**src/rtl/mem_arbiter_pkg.sv**
```systemverilog
// Shared types and defaults for the fetch/data memory arbiter.
package mem_arbiter_pkg;

    typedef enum logic [1:0] {
        IDLE = 2'd0,
        BUSY = 2'd1,
        RESP = 2'd2
    } state_e;

    typedef enum logic {
        OWN_FETCH = 1'b0,
        OWN_DATA  = 1'b1
    } owner_e;

    localparam int MEM_LAT_DEF = 2;
    localparam int AW_DEF      = 32;
    localparam int DW_DEF      = 32;

endpackage

```
**src/rtl/arb_rr2.sv**
```systemverilog
// Two-way arbiter: bit 0 = fetch, bit 1 = data; one-hot grant.
module arb_rr2 (
    input  logic [1:0] i_req,
    input  logic       i_prio,
    input  logic       i_ptr,
    output logic [1:0] o_gnt
);

    always_comb begin
        o_gnt = 2'b00;
        unique case (i_req)
            2'b01:   o_gnt = 2'b01;
            2'b10:   o_gnt = 2'b10;
            // Conflict: fixed data priority, or the side the pointer does not name
            2'b11:   o_gnt = (i_prio || !i_ptr) ? 2'b10 : 2'b01;
            default: o_gnt = 2'b00;
        endcase
    end

endmodule

```
**src/rtl/mem_arbiter.sv**
```systemverilog
// Fetch/data arbiter for a single-ported unified memory, one outstanding access.
// Optional statistics counters: define MEM_ARBITER_STATS_EN.
module mem_arbiter
    import mem_arbiter_pkg::*;
#(
    parameter int MEM_LAT   = MEM_LAT_DEF,
    parameter int DATA_PRIO = 0,
    parameter int AW        = AW_DEF,
    parameter int DW        = DW_DEF
) (
    input  logic          clk,
    input  logic          reset,
    input  logic          i_req,
    input  logic [AW-1:0] i_addr,
    output logic          i_gnt,
    output logic          i_rvalid,
    output logic [DW-1:0] i_rdata,
    input  logic          d_req,
    input  logic          d_we,
    input  logic [AW-1:0] d_addr,
    input  logic [DW-1:0] d_wdata,
    output logic          d_gnt,
    output logic          d_rvalid,
    output logic [DW-1:0] d_rdata,
    output logic          m_en,
    output logic          m_we,
    output logic [AW-1:0] m_addr,
    output logic [DW-1:0] m_wdata,
`ifdef MEM_ARBITER_STATS_EN
    output logic [31:0]   stat_i_cnt,
    output logic [31:0]   stat_d_cnt,
    output logic [31:0]   stat_conflict_cnt,
`endif
    input  logic [DW-1:0] m_rdata
);

    localparam int CW = $clog2(MEM_LAT + 1);
    localparam logic [CW-1:0] LAT_M1 = CW'(MEM_LAT - 1);
    localparam logic [CW-1:0] CNT_ONE = CW'(1);

    state_e        r_state;
    state_e        w_state_nxt;
    logic [CW-1:0] r_cnt;
    logic [CW-1:0] w_cnt_nxt;
    owner_e        r_owner;
    owner_e        w_owner_nxt;
    owner_e        r_ptr;
    owner_e        w_ptr_nxt;
    logic          r_we;
    logic          w_we_nxt;
    logic [DW-1:0] r_i_rdata;
    logic [DW-1:0] r_d_rdata;

    logic [1:0]    w_arb_gnt;
    logic          w_idle;
    logic          w_resp;
    logic          w_gi;
    logic          w_gd;

    arb_rr2 u_arb (
        .i_req  ({d_req, i_req}),
        .i_prio (DATA_PRIO != 0),
        .i_ptr  (r_ptr),
        .o_gnt  (w_arb_gnt)
    );

    // Outputs are held quiet while reset is asserted
    assign w_idle = reset && (r_state == IDLE);
    assign w_resp = reset && (r_state == RESP);
    assign w_gi   = w_idle && w_arb_gnt[0];
    assign w_gd   = w_idle && w_arb_gnt[1];

    assign i_gnt    = w_gi;
    assign d_gnt    = w_gd;
    assign m_en     = w_gi || w_gd;
    assign m_we     = w_gd && d_we;
    assign m_addr   = w_gd ? d_addr : (w_gi ? i_addr : '0);
    assign m_wdata  = w_gd ? d_wdata : '0;

    assign i_rvalid = w_resp && (r_owner == OWN_FETCH);
    assign d_rvalid = w_resp && (r_owner == OWN_DATA);
    assign i_rdata  = i_rvalid ? m_rdata : r_i_rdata;
    assign d_rdata  = (d_rvalid && !r_we) ? m_rdata : r_d_rdata;

    always_comb begin
        w_state_nxt = r_state;
        w_cnt_nxt   = r_cnt;
        w_owner_nxt = r_owner;
        w_ptr_nxt   = r_ptr;
        w_we_nxt    = r_we;
        unique case (r_state)
            IDLE: begin
                if (m_en) begin
                    w_owner_nxt = w_gd ? OWN_DATA : OWN_FETCH;
                    w_we_nxt    = m_we;
                    w_cnt_nxt   = LAT_M1;
                    w_state_nxt = (MEM_LAT == 1) ? RESP : BUSY;
                    if (i_req && d_req) begin
                        w_ptr_nxt = w_gd ? OWN_DATA : OWN_FETCH;
                    end
                end
            end
            BUSY: begin
                w_cnt_nxt = r_cnt - CNT_ONE;
                if (r_cnt == CNT_ONE) begin
                    w_state_nxt = RESP;
                end
            end
            RESP: begin
                w_state_nxt = IDLE;
            end
            default: begin
                w_state_nxt = IDLE;
            end
        endcase
    end

    always_ff @(posedge clk) begin
        if (!reset) begin
            r_state   <= IDLE;
            r_cnt     <= '0;
            r_owner   <= OWN_FETCH;
            r_ptr     <= OWN_FETCH;
            r_we      <= 1'b0;
            r_i_rdata <= '0;
            r_d_rdata <= '0;
        end else begin
            r_state <= w_state_nxt;
            r_cnt   <= w_cnt_nxt;
            r_owner <= w_owner_nxt;
            r_ptr   <= w_ptr_nxt;
            r_we    <= w_we_nxt;
            if (i_rvalid) begin
                r_i_rdata <= m_rdata;
            end
            if (d_rvalid && !r_we) begin
                r_d_rdata <= m_rdata;
            end
        end
    end

`ifdef MEM_ARBITER_STATS_EN
    always_ff @(posedge clk) begin
        if (!reset) begin
            stat_i_cnt        <= '0;
            stat_d_cnt        <= '0;
            stat_conflict_cnt <= '0;
        end else begin
            if (w_gi) begin
                stat_i_cnt <= stat_i_cnt + 32'd1;
            end
            if (w_gd) begin
                stat_d_cnt <= stat_d_cnt + 32'd1;
            end
            if (i_req && d_req) begin
                stat_conflict_cnt <= stat_conflict_cnt + 32'd1;
            end
        end
    end
`endif

endmodule

```
**config.mk**
```make
export PLATFORM = sky130hd
export DESIGN_NAME = mem_arbiter
export DESIGN_NICKNAME = d
export VERILOG_FILES = /design/src/rtl/mem_arbiter_pkg.sv /design/src/rtl/arb_rr2.sv /design/src/rtl/mem_arbiter.sv
export SDC_FILE = /design/constraint.sdc
export NUM_CORES = 1
export LEC_CHECK = 0
export BUFFER_PORTS_ARGS = -buffer_cell sky130_fd_sc_hd__buf_4
export CAP_MARGIN = 20
export CORE_AREA = 2 2 105 107
export DETAILED_ROUTE_END_ITERATION = 7
export DIE_AREA = 0 0 107 109
export PLACE_DENSITY = 0.81
export SYNTH_ARGS = -nofsm -noshare
export SYNTH_HDL_FRONTEND = slang
export SYNTH_SLANG_ARGS = --single-unit
```
**constraint.sdc**
```tcl
create_clock -name clk -period 2 [get_ports clk]
set_input_delay 0.1 -clock clk [delete_from_list [all_inputs] [get_ports clk]]
set_output_delay 0.1 -clock clk [all_outputs]
set_load 0.02 [all_outputs]
```
==> results.sh <==
export IMPL_ys_top_cells_by_count="dfxtp_1 (71), and2_1 (66), nor3b_1 (33)"
export IMPL_post_place_ws_ns=0.2102
export IMPL_antenna_found_initial=1
export IMPL_stdcell_count=773
export IMPL_clock_sinks=71
export IMPL_finalSetupViolations=0
export IMPL_start_util_pct=36.05
export IMPL_hpwl_um=12320
export IMPL_path_clk_slew_ns=0.08
export IMPL_dp_cells=744
export IMPL_worst_pin_slew_ns=0.6299
export IMPL_finalClockSkew_ns=0.009285
export IMPL_ys_types=32
export IMPL_synth_area_mm2=0.003822
export IMPL_final_core_util_pct=61.07
export IMPL_critPathArrivalTime_ns=1.84
export IMPL_drive_gt1_share_pct=62.82
export IMPL_track_usage_pct=25.95
export IMPL_ys_warn_count=0
export IMPL_critPathKind="reg -> out"
export IMPL_port_buffers=266
export IMPL_fin_crit_sh_pct=96.92
export IMPL_die_w_um=107
export IMPL_ys_async_sr_fraction_pct=0
export IMPL_grt_pass1_vias=3701
export IMPL_rsz0062_at_grt="true"
export IMPL_via_per_inst=5.092
export IMPL_synth_edf_count=0
export IMPL_clkLatencyLatePin_ns=0.35
export IMPL_yosys_cell_count_top_type="dfxtp_1"
export IMPL_max_freq_mhz=515.9
export IMPL_grt_max_degree=71
export IMPL_slew_limit_headroom_pct=58.01
export IMPL_ios=267
export IMPL_leakage_nw=3.377
export IMPL_vdd_drop_max_uv=351.6
export IMPL_fin_ws_ns=0.06153
export IMPL_via_count=3936
export IMPL_avgSynthCellArea_um2=10.53
export IMPL_cts_path_max_buffers=2
export IMPL_synthTopCellsByArea="dfxtp_1 (37%), mux2_4 (11%), and2_1 (11%)"
export IMPL_slew_viol_final=0
export IMPL_grt_first_pass_wirelength_um=22200
export IMPL_cts_inserted_buffers=9
export IMPL_syn_inst=363
export IMPL_crit_required_ns=1.90
export IMPL_maxCapViolCount=0
export IMPL_hold_viol=0
export IMPL_ff2ff_setup_slack_ns=0.37
export IMPL_grt_overflow_total=0
export IMPL_crit_path_start_kind="flip-flop"
export IMPL_holdWs_ns=0.06757
export IMPL_hp_class="in -> reg"
export IMPL_rows=38
export IMPL_drt_total_wl_um=16330
export IMPL_finalPower_mw=3.769
export IMPL_cts_max_level=3
export IMPL_die_area_mm2=0.01166
export IMPL_synth_top_area_share_pct=37.18
export IMPL_period_minus_slack_ns=1.938
export IMPL_powerDensity_mw_per_mm2=582.1
export IMPL_fp_dieH_um=109
export IMPL_yosysSeqAreaShare_pct=37.18
export IMPL_drtIter0Drc=307
export IMPL_nNetsFinal=761
export IMPL_area_growth_pct=69.39
export IMPL_fillers=881
export IMPL_synth_seq_cells=71
export IMPL_synth_main_ff_cell="dfxtp_1"
export IMPL_cts_root_buf="clkbuf_8"
export IMPL_synth_top_area_cell="dfxtp_1"
export IMPL_core_mm2=0.01060
export IMPL_wl_per_cell_um=21.12
export IMPL_ant_nets=0
export IMPL_syn_num_nets=497
export IMPL_dr_pass1_iters=4
export IMPL_gp_congestion=0.8769
export IMPL_crit_path_end_kind="output pin"
export IMPL_cts_tree="yes"
export IMPL_outcome="finished clean"
export IMPL_path_max_fanout=33
export IMPL_drc_errors=0
## metal layers
layer / track usage (%) / vias up / share of wire (%)
met5: 0 / - / 0
met4: 4.453 / 0 / 1.5
met3: 8.368 / 13 / 9.7
met2: 41.63 / 176 / 47
met1: 34.71 / 1909 / 42
li1: - / 1838 / -
## report_power, final
group | switching, mW | leakage, nW | internal [mW] | total (mW)
combinational | 0.548 | 2.71 | 0.568 | 1.12
clock | 0.571 | 0.0969 | 0.583 | 1.15
sequential | 0.0402 | 0.575 | 1.46 | 1.50
total | 1.16 | 3.38 | 2.61 | 3.77
## cell type report
type	instances	area, um^2	area share [%]
multi-input combinational	253	2266	35.00
clock buffer	10	127.6	1.971
timing repair buffer	289	2394	36.97
tap	140	175.2	2.705
antenna	1	2.502	0.03865
sequential	71	1430	22.09
inverter	3	11.26	0.1739
clock inverter	6	68.82	1.063
## stage by stage
step	cell area [um^2]	TNS, ns
after CTS	6206	0
after global routing	6472	-0.4233
after floorplan	3822	0
final	6475	0
after detailed placement	5869	0
after global placement	5869	0
## logic make-up after synthesis
family,Yosys count,synth area share (%)
xor+xnor,1,0.2292
fa+ha+maj,1,0.3273
simple gates,114,20.46
buf+inv,41,7.201
compound gates,103,22.32
flops,71,37.18
mux,32,12.27
## worst max-delay path: stages, from the launching register on
cell and delay, ns:
dfxtp_2 0.37, nor3b_4 0.30, and3_4 0.26, buf_12 0.18
a22o_1 0.19, buf_4 0.19
## registers in the layout (all words and copies together), names as in the netlist
register	count
r_cnt	2
r_we	1
r_i_rdata	32
r_d_rdata	32
r_owner	1
r_ptr	1
r_state	2
## timing repair
item | CTS | global route
pin swaps | 1 | 2
hold endpoints to repair | 1 | 0
gates resized for setup | 16 | 52
endpoints found under the setup margin | 90 | 83
cloned | 2 | 4
hold buffers | 1 | 0
setup buffers | 4 | 3
## placed cells by master (no fill, tap or decap), drive strengths merged, types with 2 or more instances in the layout
| master | n |
|---|---|
| buf | 286 |
| dfxtp | 71 |
| and2 | 66 |
| nor3b | 33 |
| mux2 | 32 |
| a21o | 32 |
| a22o | 32 |
| a31o | 32 |
| clkbuf | 12 |
| and3 | 5 |
| nand2 | 4 |
| inv | 4 |
| clkinv | 3 |
| o21ai | 2 |
| nor2 | 2 |
| a32o | 2 |
| nand2b | 2 |
## path summary, 6_finish.rpt
kind,end,from,cells after the start
worst max register to register,r_i_rdata[21],r_owner,5
worst min register to register,r_d_rdata[31],r_d_rdata[31],1
worst max-delay path,m_addr[27],r_state[1],5
worst min-delay path,r_owner,reset,3
No activity file was read; power rests on OpenSTA's default activity.
